$ cat src/rtl/dmem_pkg.sv
// Shared types for the data-memory arbiter: FSM state encoding and requester indices.
package dmem_pkg;

  typedef enum logic [1:0] {
    IDLE   = 2'd0,
    ACCESS = 2'd1,
    WAIT   = 2'd2,
    RESP   = 2'd3
  } state_t;

  localparam logic REQ0 = 1'b0;
  localparam logic REQ1 = 1'b1;

endpackage

$ cat src/rtl/rr_arb2.sv
// Two-input round-robin arbiter: one-hot grant, pointer remembers the last winner.
module rr_arb2
  import dmem_pkg::*;
(
  input  logic       clk,
  input  logic       reset_n,
  input  logic [1:0] req,
  input  logic       update,
  output logic [1:0] gnt
);

  logic last;

  // On a tie the requester that did not win last time goes first.
  always_comb begin
    gnt = req;
    if (req == 2'b11) gnt = (last == REQ1) ? 2'b01 : 2'b10;
  end

  always_ff @(posedge clk or negedge reset_n) begin
    if (!reset_n) last <= REQ1;
    else if (update && (req != 2'b00)) last <= gnt[1];
  end

endmodule

$ cat src/rtl/dmem_arbiter.sv
// Shares one data-memory port between the processor data port (0) and the loader (1).
module dmem_arbiter
  import dmem_pkg::*;
#(
  parameter int READ_LAT = 1,
  parameter int AW       = 32
) (
  input  logic          clk,
  input  logic          reset_n,
  input  logic          req0,
  input  logic          we0,
  input  logic [AW-1:0] addr0,
  input  logic [31:0]   wdata0,
  input  logic          req1,
  input  logic          we1,
  input  logic [AW-1:0] addr1,
  input  logic [31:0]   wdata1,
  output logic          gnt0,
  output logic          gnt1,
  output logic          rvalid0,
  output logic          rvalid1,
  output logic [31:0]   rdata0,
  output logic [31:0]   rdata1,
  output logic          mem_en,
  output logic          mem_we,
  output logic [AW-1:0] mem_addr,
  output logic [31:0]   mem_wdata,
  input  logic [31:0]   mem_rdata
);

  localparam logic [1:0] LAT_INIT = 2'(READ_LAT - 1);

  state_t     state, state_nxt;
  logic       owner;
  logic [1:0] cnt;
  logic [1:0] arb_gnt;
  logic       take;
  logic       win;

  // Grants are only issued while idle and out of reset, so reset forces gnt low.
  assign take = reset_n && (state == IDLE) && (req0 || req1);
  assign win  = arb_gnt[1];

  rr_arb2 u_arb (
    .clk     (clk),
    .reset_n (reset_n),
    .req     ({req1, req0}),
    .update  (take),
    .gnt     (arb_gnt)
  );

  assign gnt0    = take && !win;
  assign gnt1    = take && win;
  assign rvalid0 = (state == RESP) && (owner == REQ0);
  assign rvalid1 = (state == RESP) && (owner == REQ1);

  always_ff @(posedge clk or negedge reset_n) begin
    if (!reset_n) state <= IDLE;
    else          state <= state_nxt;
  end

  always_comb begin
    state_nxt = state;
    case (state)
      IDLE:    if (take) state_nxt = ACCESS;
      ACCESS:  state_nxt = mem_we ? IDLE : WAIT;
      WAIT:    if (cnt == 2'd0) state_nxt = RESP;
      RESP:    state_nxt = IDLE;
    endcase
  end

  // The memory-side registers double as the captured request: they are loaded
  // on the grant edge, so mem_en/mem_we are high for exactly the ACCESS cycle.
  always_ff @(posedge clk or negedge reset_n) begin
    if (!reset_n) begin
      owner     <= REQ0;
      cnt       <= 2'd0;
      mem_en    <= 1'b0;
      mem_we    <= 1'b0;
      mem_addr  <= '0;
      mem_wdata <= '0;
      rdata0    <= '0;
      rdata1    <= '0;
    end else begin
      mem_en <= 1'b0;
      mem_we <= 1'b0;
      case (state)
        IDLE: begin
          if (take) begin
            owner     <= win;
            mem_en    <= 1'b1;
            mem_we    <= win ? we1 : we0;
            mem_addr  <= win ? addr1 : addr0;
            mem_wdata <= win ? wdata1 : wdata0;
          end
        end
        ACCESS: cnt <= LAT_INIT;
        WAIT: begin
          if (cnt != 2'd0)     cnt    <= cnt - 2'd1;
          else if (owner == REQ1) rdata1 <= mem_rdata;
          else                 rdata0 <= mem_rdata;
        end
        RESP: begin
        end
      endcase
    end
  end

endmodule

$ cat config.mk
export PLATFORM = sky130hd
export DESIGN_NAME = dmem_arbiter
export DESIGN_NICKNAME = d
export VERILOG_FILES = /design/src/rtl/dmem_pkg.sv /design/src/rtl/rr_arb2.sv /design/src/rtl/dmem_arbiter.sv
export SDC_FILE = /design/constraint.sdc
export NUM_CORES = 1
export LEC_CHECK = 0
export BUFFER_PORTS_ARGS = -buffer_cell sky130_fd_sc_hd__buf_2
export CAP_MARGIN = 20
export CELL_PAD_IN_SITES_DETAIL_PLACEMENT = 0
export CELL_PAD_IN_SITES_GLOBAL_PLACEMENT = 1
export CORE_ASPECT_RATIO = 1.2
export CORE_MARGIN = 4
export CORE_UTILIZATION = 36
export DETAILED_ROUTE_END_ITERATION = 6
export GPL_TIMING_DRIVEN = 0
export PLACE_DENSITY = 0.88
export SYNTH_ARGS = -nofsm -noshare
export SYNTH_HDL_FRONTEND = slang
export SYNTH_HIERARCHICAL = 1
export SYNTH_SLANG_ARGS = --single-unit
$ cat constraint.sdc
create_clock -name clk -period 2.2 [get_ports clk]
set_input_delay 0 -clock clk [delete_from_list [all_inputs] [get_ports clk]]
set_output_delay 0 -clock clk [all_outputs]
set_load 0.005 [all_outputs]
==> impl_metrics.py <==
metrics = {
    "power": {
        "ir_drop_mv": 0.543,
        "p_leak_nw": 4.87,
        "powerDensity_nw_per_um2": 1190,
        "post-layout-total-power_mw": 12.2,
    },
    "place": {
        "gp_congestion": 0.761,
        "placed_area_sq_um": 8000,
        "dp_hpwl_mm": 12.3,
        "port_buffers": 299,
    },
    "critical_path": {
        "crit_path_top_delay_cell": "clkbuf_1",
        "path_delay_family": "multiplexers",
        "crit_fanout": 10,
        "critical_path.startpoint_type": "flip-flop",
        "cp-end-kind": "flip-flop",
        "path_cells": "a21boi_0 -> buf_6 -> clkbuf_1 -> mux2_2 -> mux2_4",
        "worst-path-buf-inv": 2,
        "crit_path_max_incr_delay_ns": 0.52,
        "crit_required_ns": 2.49,
        "worstPathArrival_ns": 2.38,
        "critPathKind": "reg -> reg",
    },
    "timing": {
        "rsz0062_at_grt": "no",
        "drv_slew": 0,
        "fmax_ghz": 0.478,
        "maxSlewHeadroom_pct": 54.5,
        "fin_skew_ns": 0.0100,
        "finalSetupViolCount": 0,
        "period_share_pct": 95.2,
        "hold_violations": 0,
        "min_period_ns": 2.09,
        "tightestPinTransition_ns": 0.682,
    },
    "floorplan": {
        "die_y_microns": 152,
        "coreArea_sq_um": 16900,
        "start_util_pct": 36.6,
        "ioPinCount": 300,
        "dieArea_sq_um": 19400,
        "die_w_microns": 128,
        "row_count": 52,
    },
    "clocking": {
        "cts_buffer_depth": 2,
        "root_buffer": "clkbuf_16",
        "tritoncts": "done",
        "cts_sinks": 136,
        "cts_setup_buffers": 0,
        "insertion_delay_ns": 0.41,
        "clk_pin_slew_ns": 0.06,
        "htree_levels": 4,
        "cts_buffers": 17,
    },
    "grt": {
        "grt_antenna_before_repair": 0,
        "grt_max_degree": 76,
        "grt_usage_pct": 20.2,
        "grt_pass1_vias": 5955,
        "grt_pass1_wl_mm": 30.6,
        "overflow": 0,
    },
    "drt": {
        "routedWlPerCell_microns": 17.8,
        "firstDrtPassIters": 4,
        "route.vias.total": 5117,
        "drc": 0,
        "via_per_inst": 4.67,
        "postRouteAntennaNets": 0,
        "drt-initial-drc-count": 134,
        "totalWireLength_mm": 19.5,
    },
    "cells_and_area": {
        "fin_area_sq_um": 10200,
        "areaGrowthSynthToFinish_pct": 65.0,
        "final_core_util_pct": 60.5,
        "regArea_sq_um": 3400,
        "nets": 1038,
        "nFillCells": 1291,
        "multi_input_area_sq_um": 2520,
        "drive_above_1_share_pct": 61.8,
        "n_antenna_cell": 0,
    },
    "run_status": {
        "status": "completed",
    },
    "synthesis": {
        "avgSynthCellArea_sq_um": 16.1,
        "synth_warnings": 6,
        "syn-instance-count": 386,
        "synth_nets": 553,
        "syn_area_sq_um": 6200,
    },
    "job": {
        "maxCapViolCount": 0,
    },
    "hold_path": {
        "hold_path.class": "in -> async",
    },
}
cells in the final DEF, fill, tap and decap left out, types with 5 or more instances in the layout:
master	count
mux2_4	40
buf_12	5
buf_6	8
buf_4	6
buf_2	299
dfrtp_1	135
inv_1	5
dlygate4sd3_1	166
clkbuf_16	17
mux2_2	151
sequential cells by signal, indices dropped and copies added, names as in the netlist, named ones only:
signal      cells
mem_en          1
state           1
u_arb/last      1
rdata1         32
rdata0         32
mem_wdata      32
mem_addr       32
mem_we          1
owner           1
cnt             2
path summary, 6_finish.rpt:
| check | start | end | cells past startpoint | slack (ns) |
|---|---|---|---|---|
| setup / recovery | u_arb/last$_DFFE_PN1P_ | mem_wdata[27]$_DFFE_PN0P_ | 5 | 0.11 |
| hold / removal | reset_n | mem_addr[6]$_DFFE_PN0P_ | 2 | 0.08 |
| setup reg to reg | u_arb/last$_DFFE_PN1P_ | mem_wdata[27]$_DFFE_PN0P_ | 5 | 0.11 |
| hold reg to reg | rdata0[30]$_DFFE_PN0P_ | rdata0[30]$_DFFE_PN0P_ | 1 | 0.48 |
| max in group asynchronous | reset_n | rdata1[2]$_DFFE_PN0P_ | 3 | 1.42 |
| min in group clk | mem_rdata[14] | rdata1[14]$_DFFE_PN0P_ | 3 | 0.38 |
power by group:
| group | switching [mW] | total [mW] | internal (mW) | leakage [nW] |
|---|---|---|---|---|
| sequential | 0.669 | 4.45 | 3.79 | 1.60 |
| clock | 1.01 | 2.70 | 1.70 | 0.266 |
| combinational | 1.94 | 5.00 | 3.06 | 3.00 |
final cells by class:
type,instances,area share (%)
buffer,23,2.41
multi-input combinational,221,24.7
timing repair buffer,466,31.3
clock inverter,8,0.991
clock buffer,20,4.47
inverter,6,0.245
tap,216,2.64
sequential,136,33.3
worst reg2reg max path, delay by kind of cell (launching register included):
kind / cells / cell delay, ns
AO/OA/AOI/OAI: 1 / 0.23
buffers and inverters: 2 / 0.69
flip-flops: 1 / 0.37
multiplexers: 2 / 0.69
metrics by stage:
stage | hold WS, ns | setup slack (ns) | TNS, ns | cells
2_1_floorplan | -0.296 | 0.446 | 0 | 386
3_3_place_gp | 0.209 | -1.64 | -215.64 | 901
3_5_place_dp | 0.0319 | 0.0994 | 0 | 902
4_1_cts | 0.162 | 0.0632 | 0 | 1096
5_1_grt | 0.119 | 0.0311 | 0 | 1096
6_report | 0.0842 | 0.106 | 0 | 1096
metal layers:
| metal | vias to the layer above | wire length [microns] | GRT usage [%] |
|---|---|---|---|
| met5 | - | 0 | 0 |
| li1 | 2341 | - | - |
| met2 | 237 | 10100 | 35.4 |
| met3 | 53 | 1390 | 6.42 |
| met4 | 0 | 633 | 8.49 |
| met1 | 2486 | 7380 | 22.8 |
what timing repair did:
action	CTS	global route
endpoints found under the hold margin	193	0
endpoints found under the setup margin	0	1
hold buffers	166	0
gates resized for setup	0	3
Note: power is estimated with default switching activity, not from simulation.
